===== src/rtl/de0_lt24_sopc_cpu_oci_dct_packer_pkg.sv =====
// Shared constants and types for the OCI direct-control-transfer trace packer.
//   DCT_CODE_W  : width of one trace code
//   DCT_BUF_W   : accumulation buffer width (15 codes x 2 bits)
//   DCT_CNT_W   : code-count width
//   DCT_FRAME_W : emitted frame width, {count, buffer}
//   dct_state_e : packer control state
package de0_lt24_sopc_cpu_oci_dct_pkg;
  localparam int DCT_CODE_W  = 2;
  localparam int DCT_BUF_W   = 30;
  localparam int DCT_CNT_W   = 4;
  localparam int DCT_FRAME_W = 34;

  typedef enum logic {
    ACCUM     = 1'b0,
    FULL_WAIT = 1'b1
  } dct_state_e;
endpackage


===== src/rtl/de0_lt24_sopc_cpu_oci_dct_packer_frame_reg.sv =====
// One-entry valid/ready holding register for emitted frames.
//   clk, reset  : clock, async active-high reset
//   load        : capture load_data this edge (only issued when slot_free)
//   load_data   : frame to capture
//   frame_ready : consumer accepts the held frame
//   frame_valid : a frame is held
//   frame_data  : held frame
//   slot_free   : the register can take a new frame on this edge
module de0_lt24_sopc_cpu_oci_dct_frame_reg
  import de0_lt24_sopc_cpu_oci_dct_pkg::*;
(
  input  logic                   clk,
  input  logic                   reset,
  input  logic                   load,
  input  logic [DCT_FRAME_W-1:0] load_data,
  input  logic                   frame_ready,
  output logic                   frame_valid,
  output logic [DCT_FRAME_W-1:0] frame_data,
  output logic                   slot_free
);
  // Free when empty, or when the held frame leaves on this same edge.
  assign slot_free = !frame_valid || frame_ready;

  always_ff @(posedge clk or posedge reset) begin
    if (reset) begin
      frame_valid <= 1'b0;
      frame_data  <= '0;
    end else if (load) begin
      frame_valid <= 1'b1;
      frame_data  <= load_data;
    end else if (frame_ready) begin
      frame_valid <= 1'b0;
    end
  end
endmodule


===== src/rtl/de0_lt24_sopc_cpu_oci_dct_packer.sv =====
// Packs 2-bit DCT trace codes into frames of up to MAX_CODES codes.
//   clk, reset   : clock, async active-high reset
//   dct_code     : trace code, accepted when dct_valid is high
//   flush        : emit the partial buffer (latched if the slot is busy)
//   dct_buffer   : live buffer, newest code in bits [1:0]
//   dct_count    : codes held in dct_buffer
//   frame_valid/frame_ready/frame_data : frame output handshake
//   overflow     : sticky, a code was dropped while full and blocked
//   idle         : nothing buffered, pending or presented
module de0_lt24_sopc_cpu_oci_dct_packer
  import de0_lt24_sopc_cpu_oci_dct_pkg::*;
#(
  parameter int MAX_CODES = 15
) (
  input  logic                   clk,
  input  logic                   reset,
  input  logic [DCT_CODE_W-1:0]  dct_code,
  input  logic                   dct_valid,
  input  logic                   flush,
  output logic [DCT_BUF_W-1:0]   dct_buffer,
  output logic [DCT_CNT_W-1:0]   dct_count,
  output logic                   frame_valid,
  input  logic                   frame_ready,
  output logic [DCT_FRAME_W-1:0] frame_data,
  output logic                   overflow,
  output logic                   idle
);
  localparam logic [DCT_CNT_W-1:0] MAX_CNT = DCT_CNT_W'(MAX_CODES);

  dct_state_e             state_q, state_d;
  logic [DCT_BUF_W-1:0]   buf_q, buf_d;
  logic [DCT_CNT_W-1:0]   cnt_q, cnt_d;
  logic                   fp_q, fp_d;
  logic                   slot_free, do_xfer, drop;
  logic [DCT_FRAME_W-1:0] xfer_data;

  // State register
  always_ff @(posedge clk or posedge reset) begin
    if (reset) state_q <= ACCUM;
    else       state_q <= state_d;
  end

  // Next state: only a full buffer blocked by a busy slot waits.
  always_comb begin
    state_d = state_q;
    case (state_q)
      ACCUM:     if (!do_xfer && cnt_d == MAX_CNT) state_d = FULL_WAIT;
      FULL_WAIT: if (slot_free) state_d = ACCUM;
      default:   state_d = ACCUM;
    endcase
  end

  // Control outputs and accumulator next values
  always_comb begin
    buf_d     = buf_q;
    cnt_d     = cnt_q;
    fp_d      = fp_q;
    do_xfer   = 1'b0;
    xfer_data = '0;
    drop      = 1'b0;
    case (state_q)
      ACCUM: begin
        if (dct_valid) begin
          buf_d = {buf_q[DCT_BUF_W-DCT_CODE_W-1:0], dct_code};
          cnt_d = cnt_q + 4'd1;
        end
        // A code arriving with the flush belongs to the flushed frame.
        if (slot_free && (cnt_d == MAX_CNT || ((flush || fp_q) && cnt_d != '0))) begin
          do_xfer   = 1'b1;
          xfer_data = {cnt_d, buf_d};
          buf_d     = '0;
          cnt_d     = '0;
          fp_d      = 1'b0;
        end else if (flush && cnt_d != '0) begin
          fp_d = 1'b1;
        end
      end
      FULL_WAIT: begin
        if (slot_free) begin
          // The full frame leaves; a same-cycle code starts the next buffer.
          do_xfer   = 1'b1;
          xfer_data = {cnt_q, buf_q};
          buf_d     = dct_valid ? DCT_BUF_W'(dct_code) : '0;
          cnt_d     = DCT_CNT_W'(dct_valid);
          fp_d      = flush && dct_valid;
        end else begin
          drop = dct_valid;
          if (flush) fp_d = 1'b1;
        end
      end
      default: ;
    endcase
  end

  always_ff @(posedge clk or posedge reset) begin
    if (reset) begin
      buf_q    <= '0;
      cnt_q    <= '0;
      fp_q     <= 1'b0;
      overflow <= 1'b0;
    end else begin
      buf_q <= buf_d;
      cnt_q <= cnt_d;
      fp_q  <= fp_d;
      if (drop) overflow <= 1'b1;
    end
  end

  de0_lt24_sopc_cpu_oci_dct_frame_reg u_frame_reg (
    .clk         (clk),
    .reset       (reset),
    .load        (do_xfer),
    .load_data   (xfer_data),
    .frame_ready (frame_ready),
    .frame_valid (frame_valid),
    .frame_data  (frame_data),
    .slot_free   (slot_free)
  );

  assign dct_buffer = buf_q;
  assign dct_count  = cnt_q;
  assign idle       = (cnt_q == '0) && !fp_q && !frame_valid;
endmodule

===== config.mk =====
export PLATFORM = sky130hd
export DESIGN_NAME = de0_lt24_sopc_cpu_oci_dct_packer
export DESIGN_NICKNAME = d
export VERILOG_FILES = /design/src/rtl/de0_lt24_sopc_cpu_oci_dct_packer_pkg.sv /design/src/rtl/de0_lt24_sopc_cpu_oci_dct_packer_frame_reg.sv /design/src/rtl/de0_lt24_sopc_cpu_oci_dct_packer.sv
export SDC_FILE = /design/constraint.sdc
export NUM_CORES = 1
export LEC_CHECK = 0
export ABC_CLOCK_PERIOD_IN_PS = 2800
export CORE_MARGIN = 5
export CORE_UTILIZATION = 50
export DETAILED_ROUTE_END_ITERATION = 6
export GPL_ROUTABILITY_DRIVEN = 0
export HOLD_SLACK_MARGIN = 0.03
export PLACE_DENSITY_LB_ADDON = 0.25
export SLEW_MARGIN = 20
export SYNTH_ARGS = -nofsm -noshare
export SYNTH_HDL_FRONTEND = slang
export SYNTH_SLANG_ARGS = --single-unit

===== constraint.sdc =====
create_clock -name clk -period 2.8 [get_ports clk]
set_input_delay 0.56 -clock clk [delete_from_list [all_inputs] [get_ports clk]]
set_output_delay 0.56 -clock clk [all_outputs]
set_load 0.02 [all_outputs]

==> impl_metrics.toml, run 1 <==
[global_routing]
grt_first_pass_wirelength_mm = 14.4
grt_antenna_before_repair = 0
grtUsageTotal = 0.210
grt.overflow.total = 0
grt_start_max_net_pins = 73
grt_pass1_vias = 2847

[drt]
post_drt_wl_per_cell_um = 17.1
first_pass_iters = 5
routed_via_density = 5.83
vias = 2923
drc = 0
ant_nets = 0
drt_iter0_drc = 147
wirelength_mm = 8.54

[clock_tree]
clock_latency_ps = 350
postCtsHoldBufs = 0
cts_made_buffers = 9
cts.reportedPaths.clkPinSlew_ps = 80
cts_tree = "built"
cts_root_buf = "clkbuf_8"
cts_post_setup_buffers_inserted = 0
h-tree-depth = 3
numClockSinks = 72
cts_resized = 0
clk_path_buf_depth = 2

[timing]
post-route-min-period_ps = 2550
whs_ps = 485
finalCritPeriodShare = 0.910
final_hold_viol_count = 0
relSlewSlack = 0.348
fmax_ghz = 0.393
fin_ws_ps = 253
tns_ps = 0
rsz0062_at_grt = "no"
setup_viol = 0
slew_violations = 0
worst_pin_slew_ps = 978
fin_worst_skew_ps = 11.1

[critical_path]
slowest_delay_ps = 660
required_ps = 2240
cp-end-kind = "output port"
cp_cell_sequence = "inv_1 > ha_1 > nand2b_1 > nor4_1 > clkdlybuf4s50_1"
path_class = "flip-flop to output port"
path_max_fanout = 4
crit_path_top_delay_cell = "clkdlybuf4s50_1"
crit_arrival_ps = 1990
setup.worst_path.start_class = "flip-flop"

[final_layout]
fin_area_um2 = 4500
nets = 425
fin_cells = 501
antennaDiodeCount = 0
drive_above_1_share = 0.128
area_delta_synth_final_pct = 32.9
final_util = 0.673

[power]
p_comb_frac = 0.439
clkPwrFrac = 0.198
power.switching_mw = 1.52
ir_drop_uv = 586
p_seq_frac = 0.362
leakage_nw = 2.03
powerDensity_nw_per_um2 = 853
p_int_mw = 2.31
swShare = 0.397
p_total_mw = 3.83

[logic_synthesis]
synth_seq_area_share = 0.533
synth_edf_count = 0
synth-compound-area-share = 0.203
synth_adder_area_share = 0.00740
synth_top_area_cell = "dfrtp_1"
syn_nets = 343
avgSynthCellArea_um2 = 10.1
synth_flop_cell = "dfrtp_1"
synth_cell_types = 41
synth_area_leaders = "dfrtp_1 (53%), a221o_1 (9.2%), nand2_1 (6.9%)"
synthMuxAreaShare = 0.00296
syn_area_um2 = 3380
ys_seq_elements = 72
synthSimpleGateAreaFrac = 0.193
netlist_top_cells_count = "dfrtp_1 (72), nand2_1 (62), a21oi_1 (36)"
yosys_warnings = 0
synth-xor-area-share = 0.00259
synthCells = 334
synth_top_family_by_area = "compound AO/OA/AOI/OAI gates"
yosysTopAreaCellShare = 0.533
synthMostInstantiatedCell = "dfrtp_1"
async_flop_share = 1.00

[die]
die_area_um2 = 8510
io-pin-count = 78
die-width_um = 92.3
rows = 30
start_util = 0.506
die_h_um = 92.3
core-area_um2 = 6680

[place]
dp_cells = 485
portBuffers = 77
dp_hpwl_mm = 5.74
preCtsSetupSlack_ps = -62.9
placed_cell_area_um2 = 4310

[outcome]
status = "finished, final reports clean"

[job]
drv_cap = 0

[hold_path]
hold_path.class = "flip-flop to flip-flop"
## final timing paths
path	to	startpoint	cells after the start	slack, ps
max in group asynchronous	u_frame_reg.frame_data[0]	reset	3	1900
min	overflow	overflow	1	480
max reg2reg	u_frame_reg.frame_data[1]	dct_count[1]	7	320
min in group asynchronous	u_frame_reg.frame_data[11]	reset	3	600
min reg2reg	overflow	overflow	1	480
max	idle	dct_count[0]	5	250
## placed cells by master (no fill, tap or decap), types with 2 or more instances in the layout
master / instances
o22ai_1: 3
dfrtp_1: 72
a21oi_1: 35
clkdlybuf4s50_1: 77
buf_4: 18
o21ai_0: 7
nor3_1: 6
and3_2: 4
inv_1: 5
ha_1: 2
nand2_1: 62
and3_1: 28
a31oi_1: 3
and2_1: 2
buf_12: 4
nand2b_1: 2
nor4_1: 5
clkinv_4: 2
nor2b_1: 2
clkbuf_8: 10
nor2_1: 12
clkinvlp_4: 2
a221o_1: 31
## per-layer routing
layer  vias up  GRT usage  wire length (um)
li1       1384          -                 -
met1      1413      0.287              3720
met4         0     0.0829               135
met5         -          0                 0
met3        14     0.0369               502
met2       112      0.333              4190
## cell families (layout without fill, tap and decap cells)
logic type	count (synthesis)	in the layout
adders and majority gates	2	2
muxes	1	1
and+or+nand+nor	132	132
DFF	72	72
AOI/OAI and AO/OA	92	92
buffers and inverters	34	121
xor gates and xnor gates	1	1
## worst max-delay path, delay by kind of cell (launching register included)
kind	cells	cell delay [ps]
and+or+nand+nor	2	260
buffers and inverters	2	790
adders and majority gates	1	180
DFF	1	420
## flip-flops by register name (all words and copies together) (netlist names)
name,count
dct_buffer,30
dct_count,4
fp_q,1
overflow,1
state_q,1
u_frame_reg.frame_data,34
u_frame_reg.frame_valid,1
## power by group through the flow
stage	clock network, mW	logic, mW	registers, mW
2_1_floorplan	0	0.844	1.57
3_3_place_gp	0	1.66	1.40
3_5_place_dp	0	1.68	1.40
4_1_cts	0.772	1.69	1.38
5_1_grt	0.824	1.82	1.42
6_report	0.761	1.68	1.39
## final cells by class
type                    instances  area (um2)
inverters                       6        22.5
fillers                       541        2180
repair buffers                 99         986
well taps                      80         100
clock inverters                 5        41.3
multi-input cells             228        1400
clock buffers                  11         141
flip-flops and latches         72        1800
Note: power is estimated with default switching activity, not from simulation.
==> inputs of run 2 (changes only) <==
Settings changed: TNS_END_PERCENT set to 50.
==> results of run 2 <==
No change in the layout: final DEF, timing and power equal those of run 1.
==> inputs of run 3 (changes only) <==
Settings changed: TNS_END_PERCENT 50 to not set.
==> results of run 3 <==
No change in the layout: final DEF, timing and power equal those of run 1.
